File: src/rtl/echo_result_framer.sv
// Packs echo results (tof, peak) into 10-byte frames streamed over a byte handshake.
// Define ECHO_FRAMER_CRC8_EN to use a CRC-8 check byte instead of the mod-256 sum.
module echo_result_framer #(
  parameter logic [7:0] HDR0 = 8'hAA,
  parameter logic [7:0] HDR1 = 8'h55
) (
  input  logic        clk_50M,
  input  logic        rst,
  input  logic [19:0] echo_tof,
  input  logic [17:0] echo_peak,
  input  logic        processing_done,
  output logic [7:0]  tx_data,
  output logic        tx_valid,
  input  logic        tx_ready,
  output logic        frame_busy,
  output logic [7:0]  drop_cnt
);

  localparam logic [0:0] IDLE = 1'b0;
  localparam logic [0:0] SEND = 1'b1;

  logic [0:0]  state;
  logic [3:0]  idx;
  logic [19:0] act_tof;
  logic [17:0] act_peak;
  logic [7:0]  act_seq;
  logic [7:0]  seq_cnt;
  logic [7:0]  chk_acc;
  logic [19:0] pend_tof;
  logic [17:0] pend_peak;
  logic        pend_valid;

  logic [7:0]  cur_byte;
  logic        take;
  logic        last;
  logic        start;
  logic        start_from_pend;

`ifdef ECHO_FRAMER_CRC8_EN
  function automatic logic [7:0] chk_step(input logic [7:0] acc, input logic [7:0] b);
    logic [7:0] c;
    c = acc ^ b;
    for (int unsigned i = 0; i < 8; i++) begin
      c = c[7] ? ((c << 1) ^ 8'h07) : (c << 1);
    end
    return c;
  endfunction
`else
  function automatic logic [7:0] chk_step(input logic [7:0] acc, input logic [7:0] b);
    return acc + b;
  endfunction
`endif

  always_comb begin
    cur_byte = '0;
    case (idx)
      4'd0: cur_byte = HDR0;
      4'd1: cur_byte = HDR1;
      4'd2: cur_byte = act_seq;
      4'd3: cur_byte = {4'b0, act_tof[19:16]};
      4'd4: cur_byte = act_tof[15:8];
      4'd5: cur_byte = act_tof[7:0];
      4'd6: cur_byte = {6'b0, act_peak[17:16]};
      4'd7: cur_byte = act_peak[15:8];
      4'd8: cur_byte = act_peak[7:0];
      4'd9: cur_byte = chk_acc;
      default: cur_byte = '0;
    endcase
  end

  assign tx_valid   = (state == SEND);
  assign tx_data    = tx_valid ? cur_byte : '0;
  assign frame_busy = tx_valid | pend_valid;

  // A new frame starts either from IDLE or directly after byte 9 (zero-gap);
  // the pending slot always has priority over a same-cycle strobe.
  always_comb begin
    take            = tx_valid && tx_ready;
    last            = take && (idx == 4'd9);
    start_from_pend = (state == SEND) && pend_valid;
    start           = ((state == IDLE) && processing_done) ||
                      (last && (pend_valid || processing_done));
  end

  always_ff @(posedge clk_50M) begin
    if (rst) begin
      state      <= IDLE;
      idx        <= '0;
      act_tof    <= '0;
      act_peak   <= '0;
      act_seq    <= '0;
      seq_cnt    <= '0;
      chk_acc    <= '0;
      pend_tof   <= '0;
      pend_peak  <= '0;
      pend_valid <= 1'b0;
      drop_cnt   <= '0;
    end else begin
      if (start) begin
        act_tof  <= start_from_pend ? pend_tof  : echo_tof;
        act_peak <= start_from_pend ? pend_peak : echo_peak;
        act_seq  <= seq_cnt;
        seq_cnt  <= seq_cnt + 8'd1;
        idx      <= '0;
        chk_acc  <= '0;
        state    <= SEND;
      end else if (last) begin
        idx   <= '0;
        state <= IDLE;
      end else if (take) begin
        idx <= idx + 4'd1;
        if (idx >= 4'd2 && idx <= 4'd8)
          chk_acc <= chk_step(chk_acc, cur_byte);
      end

      // Pending slot: refilled when it drains on byte 9, otherwise fill-or-drop
      if (state == SEND) begin
        if (last) begin
          if (pend_valid && processing_done) begin
            pend_tof  <= echo_tof;
            pend_peak <= echo_peak;
          end else if (pend_valid) begin
            pend_valid <= 1'b0;
          end
        end else if (processing_done) begin
          if (!pend_valid) begin
            pend_tof   <= echo_tof;
            pend_peak  <= echo_peak;
            pend_valid <= 1'b1;
          end else if (drop_cnt != 8'hFF) begin
            drop_cnt <= drop_cnt + 8'd1;
          end
        end
      end
    end
  end

endmodule

File: config.mk
export PLATFORM = sky130hd
export DESIGN_NAME = echo_result_framer
export DESIGN_NICKNAME = d
export VERILOG_FILES = /design/src/rtl/echo_result_framer.sv
export SDC_FILE = /design/constraint.sdc
export NUM_CORES = 1
export LEC_CHECK = 0
export CORE_UTILIZATION = 38
export DETAILED_ROUTE_END_ITERATION = 10
export GPL_TIMING_DRIVEN = 0
export SYNTH_ARGS = -nofsm -noshare
export SYNTH_HDL_FRONTEND = slang
export SYNTH_SLANG_ARGS = --single-unit
File: constraint.sdc
create_clock -name clk_50M -period 4.3 [get_ports clk_50M]
set_input_delay 1.075 -clock clk_50M [delete_from_list [all_inputs] [get_ports clk_50M]]
set_output_delay 1.075 -clock clk_50M [all_outputs]
set_load 0.05 [all_outputs]
==> results.py <==
metrics = {
    "clock_tree": {
        "clockRootBuffer": "clkbuf_16",
        "cts_sinks": 114,
        "cts_max_level": 4,
        "cts_inserted_buffers": 17,
        "cts_tree": "yes",
        "clk_path_buf_depth": 2,
        "clk_pin_slew_ns": 0.05,
        "worstSkewPairLatency_ns": 0.42,
    },
    "final_layout": {
        "syn2layout_area_growth_pct": 25.3,
        "final_area_um2": 6820,
        "antennaDiodeCount": 0,
        "fill_cells": 1410,
        "nets": 832,
        "layout-drive-gt1-share": 0.0824,
    },
    "floorplanning": {
        "die-height_um": 122,
        "core_um2": 13900,
        "ioPinCount": 60,
        "core.rowCount": 43,
        "die_w_um": 122,
        "fp.dieArea_um2": 14800,
        "initial_core_util": 0.391,
    },
    "sta": {
        "tns_ns": 0,
        "slew_violations": 0,
        "clock_skew_ns": 0.00615,
        "worst_pin_slew_ns": 0.655,
        "rsz0062_at_grt": "false",
        "max_freq_mhz": 247,
        "max_slew_margin": 0.561,
        "hold_viol": 0,
        "fin_ws_ns": 0.248,
        "period_share": 0.942,
        "min_period_ns": 4.05,
        "finalSetupViolations": 0,
    },
    "worst_setup_path": {
        "max_stage_delay_ns": 0.48,
        "cp-start-kind": "register",
        "slowest_stage": "a2111o_1",
        "worstPathArrival_ns": 2.98,
        "timing.rr.start": "idx[0]",
        "cp-startpoint": "idx[0]",
        "worst-path-max-fanout": 10,
        "path_class": "register to primary output",
        "cp-end-kind": "primary output",
        "crit_chain": "inv_1, ha_1, clkbuf_1, a22oi_1, nor2_1, a2111o_1, and2_1, dlygate4sd2_1",
        "cp.required_ns": 3.22,
    },
    "pwr": {
        "switchingPower_mw": 0.719,
        "p_int_mw": 2.07,
        "seq_power_share": 0.412,
        "ir_drop_mv": 0.292,
        "total_power_mw": 2.79,
        "p_clk_frac": 0.479,
        "power.share.combinational": 0.109,
        "cellPowerDensity_nw_per_um2": 409,
        "swShare": 0.258,
        "leakage_nw": 2.51,
    },
    "place": {
        "gp_congestion": 0.894,
        "post_dp_cell_area_um2": 6260,
        "dp_slack_ns": 0.0730,
        "dpl.hpwl_um": 11800,
        "port_buffers": 59,
    },
    "grt": {
        "first_global_vias": 5086,
        "antenna_found_initial": 0,
        "grt_pass1_wl_um": 25700,
        "track_usage": 0.228,
        "grt-ovfl-total": 0,
        "grt_max_degree": 17,
    },
    "synth": {
        "synth_edf_count": 0,
        "yosysTopAreaCell": "dfxtp_1",
        "yosys_register_bits": 114,
        "yosys_most_used_dff": "dfxtp_1",
        "yosys_warnings": 0,
        "synth.top_cell.area_share": 0.419,
        "ys_async_sr_fraction": 0,
        "synth_area_per_cell_um2": 7.79,
        "synth-seq-area-share": 0.419,
        "synth_nets": 754,
        "synthTopCellsByArea": "dfxtp_1, nand2_1, a21oi_1",
        "syn_inst": 699,
        "yosys.cell_types.count": 53,
        "syn_area_um2": 5450,
    },
    "routing": {
        "initialDrtViolationCount": 364,
        "wl_per_cell_um": 16.4,
        "drtPass1Iterations": 5,
        "vias": 5338,
        "ant_nets": 0,
        "drc": 0,
        "viasPerCell": 5.51,
        "routed_wl_um": 15900,
    },
    "hold_path": {
        "min-delay-start": "pend_peak[15]",
        "min_path_type": "register to register",
    },
    "run": {
        "cap_violations": 0,
    },
    "status": {
        "status": "complete, no violations",
    },
}
layout make-up:
cell class / instances / area, um^2 / share of cell area
multi-input cells: 523 / 2900 / 0.425
flip-flops and latches: 114 / 2280 / 0.335
repair buffers: 59 / 582 / 0.0853
clock buffers: 22 / 484 / 0.0710
plain buffers: 57 / 245 / 0.0359
well taps: 180 / 225 / 0.0330
clock inverters: 9 / 81.3 / 0.0119
inverters: 5 / 18.8 / 0.00275
kinds of logic (layout without fill, tap and decap cells):
family | after synthesis | after routing | synth area share
simple gates | 322 | 322 | 0.259
compound gates | 166 | 166 | 0.208
flops | 114 | 114 | 0.419
buf+inv | 62 | 152 | 0.0478
xor+xnor | 21 | 21 | 0.0338
fa+ha+maj | 13 | 13 | 0.0312
mux | 1 | 1 | 0.00184
worst max-delay path: cells and delay by family, from the launching register on:
kind / cells / cell delay [ns]
buffers and inverters: 3 / 0.75
AO/OA/AOI/OAI: 2 / 0.83
AND/OR/NAND/NOR: 2 / 0.29
adder cells (fa/ha/maj): 1 / 0.24
flip-flops: 1 / 0.44
worst paths after layout:
kind,depth (start not counted),slack (ns),end
setup / recovery,8,0.25,tx_data[1]
hold / removal,2,0.45,pend_peak[15]
setup reg to reg,16,0.69,chk_acc[6]
hold reg to reg,2,0.45,pend_peak[15]
through the flow:
stage	instances	util	hold WS, ns
floorplan	699	-	0.436
global placement	938	0.449	0.444
detailed placement	938	0.449	0.449
CTS	969	0.489	0.457
global route	969	0.490	0.472
finish	969	0.490	0.455
timing repair:
item | in CTS | in global routing
resized for setup | 7 | 9
hold endpoints to repair | 0 | 0
hold buffers | 0 | 0
buffers inserted | 0 | 0
setup endpoints to repair | 6 | 8
layer usage:
layer  vias to the layer above  GRT usage  wire length [um]
li1                       2608          -                 -
met3                        36     0.0515               782
met4                         0      0.121               485
met1                      2538      0.289              7290
met2                       156      0.361              7310
met5                         -          0                 0
cells in the mapped netlist (5+ instances only):
cell      instances
xor2_1           12
o21ai_0          11
inv_1             5
a21oi_1          74
a311oi_1         40
nand3_1          51
clkbuf_1         35
buf_2            16
a22oi_1           6
ha_1             12
dfxtp_1         114
xnor2_1           9
nor3_1            5
nand4_1           6
nor2_1           75
nand2_1         156
and2_1            7
a211oi_1          8
state kept, by name (all words and copies together), names as in the netlist:
name and flops:
chk_acc 8, act_peak 18, seq_cnt 8, pend_tof 20, pend_valid 1, idx 4
act_seq 8, tx_valid 1, act_tof 20, pend_peak 18, drop_cnt 8
power groups by stage:
| stage | clock network [mW] | registers (mW) | logic [mW] |
|---|---|---|---|
| final | 1.34 | 1.15 | 0.305 |
| after global routing | 1.40 | 1.15 | 0.336 |
| after CTS | 1.35 | 1.15 | 0.303 |
| after detailed placement | 0 | 1.17 | 0.303 |
| after global placement | 0 | 1.17 | 0.299 |
| after floorplan | 0 | 1.16 | 0.188 |
cells in the final DEF (no fill, tap or decap), types with 2 or more instances in the layout:
| cell | netlist | layout |
|---|---|---|
| a211oi_1 | 8 | 8 |
| o21ai_0 | 11 | 11 |
| and2_1 | 7 | 7 |
| xnor2_1 | 9 | 9 |
| inv_1 | 5 | 5 |
| o21ai_1 | 3 | 3 |
| xor2_1 | 12 | 12 |
| buf_4 | 2 | 2 |
| clkbuf_2 | 0 | 3 |
| a31oi_1 | 3 | 3 |
| nand3b_1 | 4 | 4 |
| clkbuf_1 | 35 | 34 |
| nand2_1 | 156 | 156 |
| a222oi_1 | 3 | 3 |
| o21bai_1 | 2 | 2 |
| nand3_1 | 51 | 51 |
| nor2_1 | 75 | 75 |
| nand2b_1 | 4 | 4 |
| dfxtp_2 | 0 | 2 |
| nor2b_1 | 2 | 2 |
| dlygate4sd2_1 | 0 | 5 |
| a21oi_1 | 74 | 74 |
| clkinvlp_4 | 0 | 3 |
| a22oi_1 | 6 | 6 |
| ha_1 | 12 | 12 |
| a21o_1 | 3 | 3 |
| clkbuf_8 | 0 | 4 |
| a311oi_1 | 40 | 40 |
| buf_2 | 16 | 17 |
| nand4_1 | 6 | 6 |
| clkbuf_16 | 0 | 17 |
| clkdlybuf4s50_1 | 0 | 52 |
| dfxtp_1 | 114 | 112 |
| buf_1 | 4 | 3 |
| and3_1 | 3 | 3 |
| clkinv_2 | 0 | 4 |
| nor3_1 | 5 | 5 |
No activity file was read; power rests on OpenSTA's default activity.
